## src/rtl/vga_timing_gen_if.sv

```systemverilog
// Raster timing bundle from vga_timing_gen to the pixel fetch / colour datapath.
// frame_cnt is present only when VGA_TIMING_FRAME_CNT_EN is defined.
interface vga_timing_gen_if #(
  parameter int X_W     = 10,
  parameter int Y_W     = 10,
  parameter int FRAME_W = 8
);
  logic           pixel_en;
  logic [X_W-1:0] h_cnt;
  logic [Y_W-1:0] v_cnt;
  logic           hsync;
  logic           vsync;
  logic           display_en;
  logic           line_start;
  logic           frame_start;
`ifdef VGA_TIMING_FRAME_CNT_EN
  logic [FRAME_W-1:0] frame_cnt;

  modport master (
    output pixel_en, h_cnt, v_cnt, hsync, vsync,
    output display_en, line_start, frame_start, frame_cnt
  );

  modport slave (
    input pixel_en, h_cnt, v_cnt, hsync, vsync,
    input display_en, line_start, frame_start, frame_cnt
  );
`else
  modport master (
    output pixel_en, h_cnt, v_cnt, hsync, vsync,
    output display_en, line_start, frame_start
  );

  modport slave (
    input pixel_en, h_cnt, v_cnt, hsync, vsync,
    input display_en, line_start, frame_start
  );
`endif
endinterface

```

## src/rtl/vga_timing_gen.sv

```systemverilog
// Single-clock VGA raster timing generator: clock-enable divider plus h/v counter pair.
// Define VGA_TIMING_FRAME_CNT_EN to add the completed-frame counter (frame_cnt).
module vga_timing_gen #(
  parameter int CLK_DIV    = 2,
  parameter int H_ACTIVE   = 640,
  parameter int H_FP       = 16,
  parameter int H_SYNC     = 96,
  parameter int H_BP       = 48,
  parameter int V_ACTIVE   = 480,
  parameter int V_FP       = 10,
  parameter int V_SYNC     = 2,
  parameter int V_BP       = 33,
  parameter bit H_SYNC_POL = 1'b0,
  parameter bit V_SYNC_POL = 1'b0,
  parameter int X_W        = 10,
  parameter int Y_W        = 10,
  parameter int FRAME_W    = 8
) (
  input  logic              CLK_50,
  input  logic              reset,
  vga_timing_gen_if.master  o_vga
);

  localparam int H_TOTAL  = H_ACTIVE + H_FP + H_SYNC + H_BP;
  localparam int V_TOTAL  = V_ACTIVE + V_FP + V_SYNC + V_BP;
  localparam int HS_START = H_ACTIVE + H_FP;
  localparam int HS_END   = HS_START + H_SYNC;
  localparam int VS_START = V_ACTIVE + V_FP;
  localparam int VS_END   = VS_START + V_SYNC;
  localparam int DIV_W    = (CLK_DIV > 1) ? $clog2(CLK_DIV) : 1;

  localparam logic [DIV_W-1:0] DIV_LAST = DIV_W'(CLK_DIV - 1);
  localparam logic [X_W-1:0]   H_LAST   = X_W'(H_TOTAL - 1);
  localparam logic [Y_W-1:0]   V_LAST   = Y_W'(V_TOTAL - 1);

  // Elaboration-time guards against mode parameters the counters cannot represent.
  if (CLK_DIV < 1) begin : gBadClkDiv
    $error("vga_timing_gen: CLK_DIV must be at least 1");
  end
  if (H_SYNC < 1 || V_SYNC < 1) begin : gBadSync
    $error("vga_timing_gen: sync widths must be at least 1");
  end
  if ((2 ** X_W) < H_TOTAL || (2 ** Y_W) < V_TOTAL) begin : gBadWidth
    $error("vga_timing_gen: X_W/Y_W too narrow for the raster totals");
  end
  if (FRAME_W < 1) begin : gBadFrameW
    $error("vga_timing_gen: FRAME_W must be at least 1");
  end

  logic [DIV_W-1:0] r_divCnt;
  logic             r_pixelEn;
  logic [X_W-1:0]   r_hCnt;
  logic [Y_W-1:0]   r_vCnt;
  logic             r_hsync;
  logic             r_vsync;
  logic             r_displayEn;
  logic             r_lineStart;
  logic             r_frameStart;

  logic [DIV_W-1:0] w_divNext;
  logic             w_pixelEnNext;
  logic [X_W-1:0]   w_hNext;
  logic [Y_W-1:0]   w_vNext;
  logic             w_hInSync;
  logic             w_vInSync;
  logic             w_hsyncNext;
  logic             w_vsyncNext;
  logic             w_displayEnNext;
  logic             w_lineStartNext;
  logic             w_frameStartNext;

  // Decodes use the next counter values so every registered output lines up with h_cnt/v_cnt.
  always_comb begin
    w_divNext     = (r_divCnt == DIV_LAST) ? '0 : r_divCnt + DIV_W'(1);
    w_pixelEnNext = (r_divCnt == DIV_LAST);
    w_hNext       = r_hCnt;
    w_vNext       = r_vCnt;

    if (r_pixelEn) begin
      if (r_hCnt == H_LAST) begin
        w_hNext = '0;
        w_vNext = (r_vCnt == V_LAST) ? '0 : r_vCnt + Y_W'(1);
      end else begin
        w_hNext = r_hCnt + X_W'(1);
      end
    end

    w_hInSync        = (32'(w_hNext) >= HS_START) && (32'(w_hNext) < HS_END);
    w_vInSync        = (32'(w_vNext) >= VS_START) && (32'(w_vNext) < VS_END);
    w_hsyncNext      = w_hInSync ? H_SYNC_POL : ~H_SYNC_POL;
    w_vsyncNext      = w_vInSync ? V_SYNC_POL : ~V_SYNC_POL;
    w_displayEnNext  = (32'(w_hNext) < H_ACTIVE) && (32'(w_vNext) < V_ACTIVE);
    w_lineStartNext  = w_pixelEnNext && (w_hNext == '0);
    w_frameStartNext = w_lineStartNext && (w_vNext == '0);
  end

  always_ff @(posedge CLK_50) begin
    if (reset) begin
      r_divCnt     <= '0;
      r_pixelEn    <= 1'b0;
      r_hCnt       <= '0;
      r_vCnt       <= '0;
      r_hsync      <= ~H_SYNC_POL;
      r_vsync      <= ~V_SYNC_POL;
      r_displayEn  <= 1'b0;
      r_lineStart  <= 1'b0;
      r_frameStart <= 1'b0;
    end else begin
      r_divCnt     <= w_divNext;
      r_pixelEn    <= w_pixelEnNext;
      r_hCnt       <= w_hNext;
      r_vCnt       <= w_vNext;
      r_hsync      <= w_hsyncNext;
      r_vsync      <= w_vsyncNext;
      r_displayEn  <= w_displayEnNext;
      r_lineStart  <= w_lineStartNext;
      r_frameStart <= w_frameStartNext;
    end
  end

  assign o_vga.pixel_en    = r_pixelEn;
  assign o_vga.h_cnt       = r_hCnt;
  assign o_vga.v_cnt       = r_vCnt;
  assign o_vga.hsync       = r_hsync;
  assign o_vga.vsync       = r_vsync;
  assign o_vga.display_en  = r_displayEn;
  assign o_vga.line_start  = r_lineStart;
  assign o_vga.frame_start = r_frameStart;

`ifdef VGA_TIMING_FRAME_CNT_EN
  logic [FRAME_W-1:0] r_frameCnt;

  // Counts on the same edge where both counters return to the origin.
  always_ff @(posedge CLK_50) begin
    if (reset) begin
      r_frameCnt <= '0;
    end else if (r_pixelEn && (r_hCnt == H_LAST) && (r_vCnt == V_LAST)) begin
      r_frameCnt <= r_frameCnt + FRAME_W'(1);
    end
  end

  assign o_vga.frame_cnt = r_frameCnt;
`endif

endmodule
```

## src/flat_wrapper.sv

```systemverilog
// flat-port wrapper written by rule: the top's interface ports become plain ports
module vga_timing_gen_flat 
#(
  parameter int CLK_DIV    = 2,
  parameter int H_ACTIVE   = 640,
  parameter int H_FP       = 16,
  parameter int H_SYNC     = 96,
  parameter int H_BP       = 48,
  parameter int V_ACTIVE   = 480,
  parameter int V_FP       = 10,
  parameter int V_SYNC     = 2,
  parameter int V_BP       = 33,
  parameter bit H_SYNC_POL = 1'b0,
  parameter bit V_SYNC_POL = 1'b0,
  parameter int X_W        = 10,
  parameter int Y_W        = 10,
  parameter int FRAME_W    = 8
)
  (CLK_50, reset, o_vga_pixel_en, o_vga_h_cnt, o_vga_v_cnt, o_vga_hsync, o_vga_vsync, o_vga_display_en, o_vga_line_start, o_vga_frame_start);
  vga_timing_gen_if #(.X_W(X_W), .Y_W(Y_W), .FRAME_W(FRAME_W)) o_vga_i ();
  input  logic CLK_50;
  input  logic reset;
  output wire logic [$bits(o_vga_i.pixel_en)-1:0] o_vga_pixel_en;
  output wire logic [$bits(o_vga_i.h_cnt)-1:0] o_vga_h_cnt;
  output wire logic [$bits(o_vga_i.v_cnt)-1:0] o_vga_v_cnt;
  output wire logic [$bits(o_vga_i.hsync)-1:0] o_vga_hsync;
  output wire logic [$bits(o_vga_i.vsync)-1:0] o_vga_vsync;
  output wire logic [$bits(o_vga_i.display_en)-1:0] o_vga_display_en;
  output wire logic [$bits(o_vga_i.line_start)-1:0] o_vga_line_start;
  output wire logic [$bits(o_vga_i.frame_start)-1:0] o_vga_frame_start;
  assign o_vga_pixel_en = o_vga_i.pixel_en;
  assign o_vga_h_cnt = o_vga_i.h_cnt;
  assign o_vga_v_cnt = o_vga_i.v_cnt;
  assign o_vga_hsync = o_vga_i.hsync;
  assign o_vga_vsync = o_vga_i.vsync;
  assign o_vga_display_en = o_vga_i.display_en;
  assign o_vga_line_start = o_vga_i.line_start;
  assign o_vga_frame_start = o_vga_i.frame_start;
  vga_timing_gen #(.CLK_DIV(CLK_DIV), .H_ACTIVE(H_ACTIVE), .H_FP(H_FP), .H_SYNC(H_SYNC), .H_BP(H_BP), .V_ACTIVE(V_ACTIVE), .V_FP(V_FP), .V_SYNC(V_SYNC), .V_BP(V_BP), .H_SYNC_POL(H_SYNC_POL), .V_SYNC_POL(V_SYNC_POL), .X_W(X_W), .Y_W(Y_W), .FRAME_W(FRAME_W)) u_core (.CLK_50(CLK_50), .reset(reset), .o_vga(o_vga_i));
endmodule
```

## config.mk

```make
export PLATFORM = sky130hd
export DESIGN_NAME = vga_timing_gen_flat
export DESIGN_NICKNAME = d
export VERILOG_FILES = /design/src/rtl/vga_timing_gen_if.sv /design/src/rtl/vga_timing_gen.sv /design/src/flat_wrapper.sv
export SDC_FILE = /design/constraint.sdc
export NUM_CORES = 1
export LEC_CHECK = 0
export ABC_AREA = 1
export ABC_CLOCK_PERIOD_IN_PS = 2490
export CELL_PAD_IN_SITES_DETAIL_PLACEMENT = 0
export CELL_PAD_IN_SITES_GLOBAL_PLACEMENT = 2
export CORE_AREA = 2 2 75 77
export DETAILED_ROUTE_END_ITERATION = 10
export DIE_AREA = 0 0 77 79
export GPL_ROUTABILITY_DRIVEN = 0
export GPL_TIMING_DRIVEN = 0
export PLACE_DENSITY = 0.83
export SETUP_SLACK_MARGIN = 0.15
export SYNTH_ARGS = -nofsm -noshare
export SYNTH_HDL_FRONTEND = slang
export SYNTH_SLANG_ARGS = --single-unit
```

## constraint.sdc

```tcl
create_clock -name CLK_50 -period 2.49 [get_ports CLK_50]
set_input_delay 0.3735 -clock CLK_50 [delete_from_list [all_inputs] [get_ports CLK_50]]
set_output_delay 0.3735 -clock CLK_50 [all_outputs]
set_load 0.01 [all_outputs]
```

### Word-level counts from Yosys, hierarchy flattened

Index checks and enable logic that the tools add are counted.

| storage, ports and cells | value |
|---|---|
| bits in registers | 27 |
| input bits | 2 |
| output and inout bits | 26 |
| word-level logic and storage cells | 35 |

| operators by class | value |
|---|---|
| $add $sub $neg | 3 |
| order comparisons | 6 |
| equal/unequal tests | 2 |
| muxes and demuxes | 7 |
| reduce and logical (&&, ||, !) cells | 8 |

Operator list:

| kind | count |
|---|---|
| 2-to-1 mux 10 bit | 5 |
| adder 10 x 1 -> 10 bit, second input constant | 2 |
| == test 10 bit, second input constant | 2 |
| logical NOT 10 bit | 2 |
| less-than comparator 10 bit, second input constant | 2 |
| less-than comparator 10 x 9 -> 1 bit, second input constant | 2 |
| >= comparator 10 bit, second input constant | 1 |
| >= comparator 10 x 9 -> 1 bit, second input constant | 1 |
| logical AND 1 bit | 5 |
| 2-to-1 mux 1 bit | 2 |
| OR reduction 2 bit | 1 |
| adder 1 bit, second input constant | 1 |

### Longest topological paths before layout

Gate-level depths: netlist of the first run.

| logic depth | value |
|---|---|
| depth in word-level cells | 7 |
| mapped depth | 13 |
| mapped depth without buffers | 13 |

### Least setup slack after synthesis of the first run

No wires, ideal clock.

| path | value |
|---|---|
| path kind | reg-to-reg |
| from | register u_core.r_hCnt[0] (netlist: u_core.o_vga.h_cnt[0]) |
| to | register u_core.r_vsync (netlist: u_core.o_vga.vsync) |
| library setup time | 123 ps |
| arrival time | 1656 ps |
| data required time | 2367 ps |
| path slack | 712 ps |
| stages on the path, launching flop included | 12 |
| buffers on the path | 1 |
| period minus slack after synthesis | 1778 ps |
| cell sequence | dfxtp_1 -> ha_1 -> nand2_1 -> nor2_2 -> nand3_1 -> nor2_2 -> buf_6 -> nand4_1 -> nand2_1 -> nand3_1 -> nor2_1 -> nand3_1 |

| on the way | value |
|---|---|
| word-level cells in the longest chain between the ends | 6 |
| elaborated cells on any way between the ends | 7 |
| those cells by class | order compare (2); eq/ne (1); mux (3); reduce/logical (1) |

RTL lines:

| item | RTL line | text |
|---|---|---|
| from (decl) | vga_timing_gen.sv:52 | `logic [X_W-1:0] r_hCnt;` |
| from (signal assigned) | vga_timing_gen.sv:111 | `r_hCnt <= w_hNext;` |
| == test 10 bit (*) | vga_timing_gen.sv:80 | `if (r_hCnt == H_LAST) begin` |
| 2-to-1 mux 10 bit (*) | vga_timing_gen.sv:80 |  |
| 2-to-1 mux 10 bit (*) | vga_timing_gen.sv:79 | `if (r_pixelEn) begin` |
| >= comparator 10 x 9 -> 1 bit / less-than comparator 10 x 9 -> 1 bit (equally long branches) | vga_timing_gen.sv:89 | `w_vInSync = (32'(w_vNext) >= VS_START) && (32'(w_vNext) < VS_END);` |
| logical AND 1 bit (*) | vga_timing_gen.sv:89 |  |
| 2-to-1 mux 1 bit (*) | vga_timing_gen.sv:91 | `w_vsyncNext = w_vInSync ? V_SYNC_POL : ~V_SYNC_POL;` |
| to (signal assigned) | vga_timing_gen.sv:104 | `r_vsync <= ~V_SYNC_POL;` |
| to (signal assigned) | vga_timing_gen.sv:114 | `r_vsync <= w_vsyncNext;` |
| to (decl) | vga_timing_gen.sv:55 | `logic r_vsync;` |

Every way passes the cells marked *; elsewhere a longest branch is shown, timed or not.
A chain may end at the register's enable or synchronous reset.

### Final worst setup path of the first run

| path | value |
|---|---|
| from | register u_core.r_hCnt[0] (netlist: u_core.o_vga.h_cnt[0]) |
| to | register u_core.r_frameStart (netlist: u_core.o_vga.frame_start) |

| on the way | value |
|---|---|
| word-level cells in the longest chain between the ends | 6 |
| elaborated cells on any way between the ends | 10 |
| those cells by class | add/sub (1); eq/ne (1); mux (4); reduce/logical (4) |

RTL lines:

| item | RTL line | text |
|---|---|---|
| adder 10 x 1 -> 10 bit / == test 10 bit (equally long branches) | vga_timing_gen.sv:84, vga_timing_gen.sv:80 |  |
| 2-to-1 mux 10 bit | vga_timing_gen.sv:80 |  |
| 2-to-1 mux 10 bit | vga_timing_gen.sv:79 |  |
| logical NOT 10 bit | vga_timing_gen.sv:93 | `w_lineStartNext = w_pixelEnNext && (w_hNext == '0);` |
| logical AND 1 bit | vga_timing_gen.sv:93 |  |
| logical AND 1 bit (*) | vga_timing_gen.sv:94 | `w_frameStartNext = w_lineStartNext && (w_vNext == '0);` |
| to (signal assigned) | vga_timing_gen.sv:117 | `r_frameStart <= w_frameStartNext;` |
| to (decl) | vga_timing_gen.sv:58 | `logic r_frameStart;` |

Marks and branches as above.

==> impl_metrics.tcl, run 1 <==
set metrics [dict create \
    status "finished, final reports clean" \
    rsz0062_at_grt "false" \
    synth_top_family_by_area "simple AND/OR/NAND/NOR gates" \
    drt-initial-drc-count 45 \
    synthFlopType "dfxtp_1" \
    critPathCaptureType "flop" \
    vias 1387 \
    maxCapViolations 0 \
    synth.avg_cell_area_um2 6.47 \
    synth_area_leaders "dfxtp_1 37%, nand2_1 16%, nor2_1 11%, inv_1 7.9%, nand3_1 7.1%" \
    hold_class "reg2reg" \
    wire_per_inst_um 11.6 \
    dieHeight_um 79 \
    synthTopCellsByCount "63 x nand2_1, 44 x nor2_1, 31 x inv_1, 27 x dfxtp_1, 21 x nand3_1" \
    cpPeakStageDelay_ns 0.42 \
    crit_buf_inv 0 \
    synth_top_area_share_pct 36.6 \
    synthToLayoutAreaGrowth_pct 27.5 \
    post_cts_resized 0 \
    path_clk_slew_ns 0.10 \
    ant_nets 0 \
    drc 0 \
    finalInstanceArea_mm2 0.00188 \
    die_w_um 77 \
    syn_inst 228 \
    powerDensity_mw_per_mm2 391 \
    dpl.hpwl_um 2990 \
    antenna_found_initial 0 \
    maxSlewViolCount 0 \
    multi_input_area_um2 792 \
    grt_pass1_wl_um 6370 \
    regArea_um2 541 \
    cp_slowest_cell "dfxtp_1" \
    fin_crit_sh_pct 85.8 \
    grt_pass1_vias 1338 \
    synth-simple-area-share_pct 43.1 \
    drt_wl_total_um 3830 \
    synth_fa_ha_area_share_pct 2.54 \
    grt-ovfl-total 0 \
    crit_path_start_kind "flop" \
    placed_cell_area_mm2 0.00184 \
    cts_max_level 1 \
    max_slew_margin_pct 64.9 \
    yosys_warnings 0 \
    cts-buffers-inserted 3 \
    synth_most_common_cell "nand2_1" \
    synth_xor_area_share_pct 3.48 \
    synth-seq-area-share_pct 36.6 \
    cts_sinks 27 \
    skew_ns 0.00739 \
    ys_async_sr_fraction_pct 0 \
    hold_violations 0 \
    layout.nets 265 \
    leakage_uw 0.000857 \
    critPathKind "reg2reg" \
    synth_compound_area_share_pct 4.58 \
    setup_ws_ns 0.354 \
    crit_family "simple AND/OR/NAND/NOR gates" \
    worstPathRequired_ns 2.71 \
    crit_chain "ha_1, nand2_1, nor2_2, nand4_2, nand2_1, nand2_1, nor2_1, nand2_1, nor2_2, nand2_1, nor2_1" \
    start_util_pct 27.6 \
    cp.arrival_ns 2.35 \
    fmax_mhz 468 \
    synth_enable_flop_cells 0 \
    drive_gt1_share_pct 6.56 \
    diodes 0 \
    worstSkewPairLatency_ns 0.27 \
    place_ws_ns 0.346 \
    synth_cell_type_count 22 \
    clock-root-buffer "clkbuf_8" \
    ir_worst_vdd_mv 0.192 \
    synth_top_cell_by_area "dfxtp_1" \
    core_area_mm2 0.00534 \
    cts_max_path_buffers 2 \
    num_rows 27 \
    postCtsHoldBufs 0 \
    ys_seq_elements 27 \
    nFillCells 607 \
    worst_path_most_repeated_cell "nand2_1" \
    grt.total_usage_pct 13.2 \
    critPathMaxFanout 10 \
    viasPerCell 4.19 \
    cts_tree "built" \
    portBuffers 27 \
    finalSetupViolCount 0 \
    syn_area_mm2 0.00148 \
    fin_util_pct 35.2 \
    min_period_ns 2.14 \
    muxShareOfSynthArea_pct 0 \
    firstDrtPassIters 4 \
    num_io_pins 28 \
    post_cts_buffers 0 \
    syn-num-nets 233 \
    hold_slack_ns 0.420 \
    die_area_mm2 0.00608 \
    setup_tns_ns 0 \
    worst_slew_pin_slew_ns 0.527 \
    grt_start_max_net_pins 15 \
]
worst register-to-register path, delay by kind of cell, from the launching register on:
family | cells | cell delay [ns]
simple gates | 10 | 1.38
fa+ha+maj | 1 | 0.27
flops | 1 | 0.42
registers in the layout, indices dropped and copies added (netlist names):
register	flops
u_core.o_vga.vsync	1
u_core.o_vga.hsync	1
u_core.o_vga.h_cnt	10
u_core.r_divCnt	1
u_core.o_vga.display_en	1
u_core.o_vga.pixel_en	1
u_core.o_vga.frame_start	1
u_core.o_vga.line_start	1
u_core.o_vga.v_cnt	10
cell usage in the layout, fill, tap and decap left out, drive strengths merged:
cell / count
a21boi: 1
buf: 2
clkbuf: 6
clkdlybuf4s50: 27
dfxtp: 27
ha: 3
inv: 31
nand2: 65
nand3: 23
nand4: 7
nor2: 49
nor3: 2
o21ai: 9
o21bai: 2
xnor2: 1
xor2: 4
metrics by stage:
stage               std cells  total power [uW]
floorplan                 228               472
global placement          327               491
detailed placement        327               491
CTS                       331               747
global route              331               772
finish                    331               735
worst paths after layout:
| path | start | end | slack (ns) | cells after the start |
|---|---|---|---|---|
| max | u_core.o_vga.h_cnt[0] | u_core.o_vga.frame_start | 0.35 | 11 |
| max reg2reg | u_core.o_vga.h_cnt[0] | u_core.o_vga.frame_start | 0.35 | 11 |
| min reg2reg | u_core.r_divCnt | u_core.r_divCnt | 0.42 | 1 |
| min | u_core.r_divCnt | u_core.r_divCnt | 0.42 | 1 |
kinds of logic after synthesis:
| logic type | after synthesis |
|---|---|
| buf+inv | 35 |
| fa+ha+maj | 3 |
| xor+xnor | 5 |
| simple gates | 146 |
| flops | 27 |
| compound gates | 12 |
report_power, final:
part           switching, uW  leakage [uW]  internal [uW]
clock network            140     0.0000228            115
logic                   22.6      0.000615           16.8
registers               3.44      0.000219            438
total                    166      0.000857            569
layout make-up:
class / count / area share (%)
Sequential cell: 27 / 28.7
Inverter: 31 / 6.19
Buffer: 4 / 1.40
Tap cell: 72 / 4.79
Multi-Input combinational cell: 166 / 42.1
Timing Repair Buffer: 27 / 14.4
Clock buffer: 4 / 2.40
metal layers:
metal / part of all wire, % / vias up / track usage (%)
li1: - / 771 / -
met5: 0 / - / 0
met1: 55 / 601 / 19.5
met3: 1.7 / 2 / 1.70
met4: 0.89 / 0 / 4.29
met2: 42 / 13 / 19.7
No activity file was read; power rests on OpenSTA's default activity.
==> run 2: changes to the inputs <==
HOLD_SLACK_MARGIN = 0.05   (was default)
==> results of run 2 <==
No change in the layout: final DEF, timing and power equal those of run 1.
==> RTL edit, RTL diff (config.mk and constraints of run 1) <==
`CLK_DIV` is set to 2 in 2 places; all go to 4.
--- a/src/rtl/vga_timing_gen.sv
+++ b/src/rtl/vga_timing_gen.sv
@@ -1,7 +1,7 @@
 // Single-clock VGA raster timing generator: clock-enable divider plus h/v counter pair.
 // Define VGA_TIMING_FRAME_CNT_EN to add the completed-frame counter (frame_cnt).
 module vga_timing_gen #(
-  parameter int CLK_DIV    = 2,
+  parameter int CLK_DIV    = 4,
   parameter int H_ACTIVE   = 640,
   parameter int H_FP       = 16,
   parameter int H_SYNC     = 96,
--- a/src/flat_wrapper.sv
+++ b/src/flat_wrapper.sv
@@ -1,7 +1,7 @@
 // flat-port wrapper written by rule: the top's interface ports become plain ports
 module vga_timing_gen_flat 
 #(
-  parameter int CLK_DIV    = 2,
+  parameter int CLK_DIV    = 4,
   parameter int H_ACTIVE   = 640,
   parameter int H_FP       = 16,
   parameter int H_SYNC     = 96,
Function: changed (Yosys sat finds a counterexample within 4 cycles, from zero or initial values and one cycle with reset high).
==> RTL edit against run 1 <==
Synthesized area grew 5.0%. Count of clock-buffer cells in the layout unchanged. Die area unchanged. Power is 7.0% higher. Final area is 4.5% higher. Wire length shrank 1.1%. Clock power is 13% higher. Setup slack improved by 170 ps. Sequential cell count up 1. Critical path depth unchanged. Combinational power about the same. Critical path type unchanged. Critical endpoint unchanged. Highest routed layer unchanged.
==> RTL edit: results (changes against run 1) <==
- The run finished with clean final reports.
- Seq/Total Area, Yosys: 0.362 (-0.00454)
- Overall power consumption: 0.786 mW (+7.0%)
* Total leakage power: 0.865 nW (+0.91%)
* Number of instances in the synthesized netlist: 221 (-3.1%)
- In the synthesized netlist, the cells that appear most often are 54 x sky130_fd_sc_hd__nand2_1, 43 x sky130_fd_sc_hd__nor2_1, 28 x sky130_fd_sc_hd__dfxtp_1.
* Post-layout nets: 259 (-2.3%)
* Xor/xnor share of the synthesized area: 0.0339 (-0.000850)
- The total instance count after detailed placement came to 320 (-2.1%).
- The total length of routed met2 wires is 1730 um (+7.3%).
- Footprint of the multi-input gates: 850 sq um (+7.3%)
- The first-pass iteration count of the detailed router is 6 (+2).
- Post-DP Area: 1910 sq um (+4.0%)
- The power consumed by the clock network is 0.287 mW (+13%).
- The layout cell share with drive strength beyond 1 came to 0.103 (+0.0375).
* Worst-Margin Slew: 530 ps (+3.42 ps)
* Sink of the worst hold path: u_core.r_divCnt[0]
* Data arrival, critical path: 2170 ps (-180 ps)
- By area the synthesized netlist is led by sky130_fd_sc_hd__dfxtp_1 36%, sky130_fd_sc_hd__nand2_1 13%, sky130_fd_sc_hd__nor2_1 10%, sky130_fd_sc_hd__inv_1 6.5%, sky130_fd_sc_hd__nand3_1 4.8%.
- The number of global-route vias before repair was 1,333 (-0.37%).
- DP Wirelength: 2960 um (-0.89%)
* Peak supply drop: 0.000199 V (+3.2%)
* Register share of the cell area: 0.285 (-0.00207)
* Largest net degree at the start of global routing: 16 (+1)
- The synthesized-area fraction occupied by adder cells came to 0.0323 (+0.00686).
- Worst clock skew: 6.29 ps (-1.10 ps)
- The sequential cell count of the final layout came to 28 (+3.7%).
* Detail-routed via count per cell: 4.39 (+4.7%)
* Net Switching: 0.171 mW (+3.2%)
- The total met3 wirelength after detailed routing is 115 um (+80%).
- The startpoint identified for the worst hold timing path is u_core.r_divCnt[0].
* Detailed-route wire length: 3790 um (-1.1%)
## RTL edit: cell types whose count changed after synthesis, sizes merged, moves of 2 or more
cell / run 1 / this run
a21oi: 0 / 3
nand2: 65 / 57
inv: 31 / 29
nand3: 23 / 20
nor2: 49 / 46
o21ai: 9 / 4
xor2: 4 / 6
## RTL edit: worst max-delay path, stage by stage, from the launching register on
cell and delay, ps:
sky130_fd_sc_hd__dfxtp_1 410, sky130_fd_sc_hd__ha_1 210, sky130_fd_sc_hd__nand2_1 130, sky130_fd_sc_hd__nor2_8 180
sky130_fd_sc_hd__inv_2 90, sky130_fd_sc_hd__nor2_8 180, sky130_fd_sc_hd__nand2_1 90, sky130_fd_sc_hd__xor2_1 240
sky130_fd_sc_hd__nand2_1 80, sky130_fd_sc_hd__nor2_1 110, sky130_fd_sc_hd__nand2_1 70, sky130_fd_sc_hd__nor3_2 90
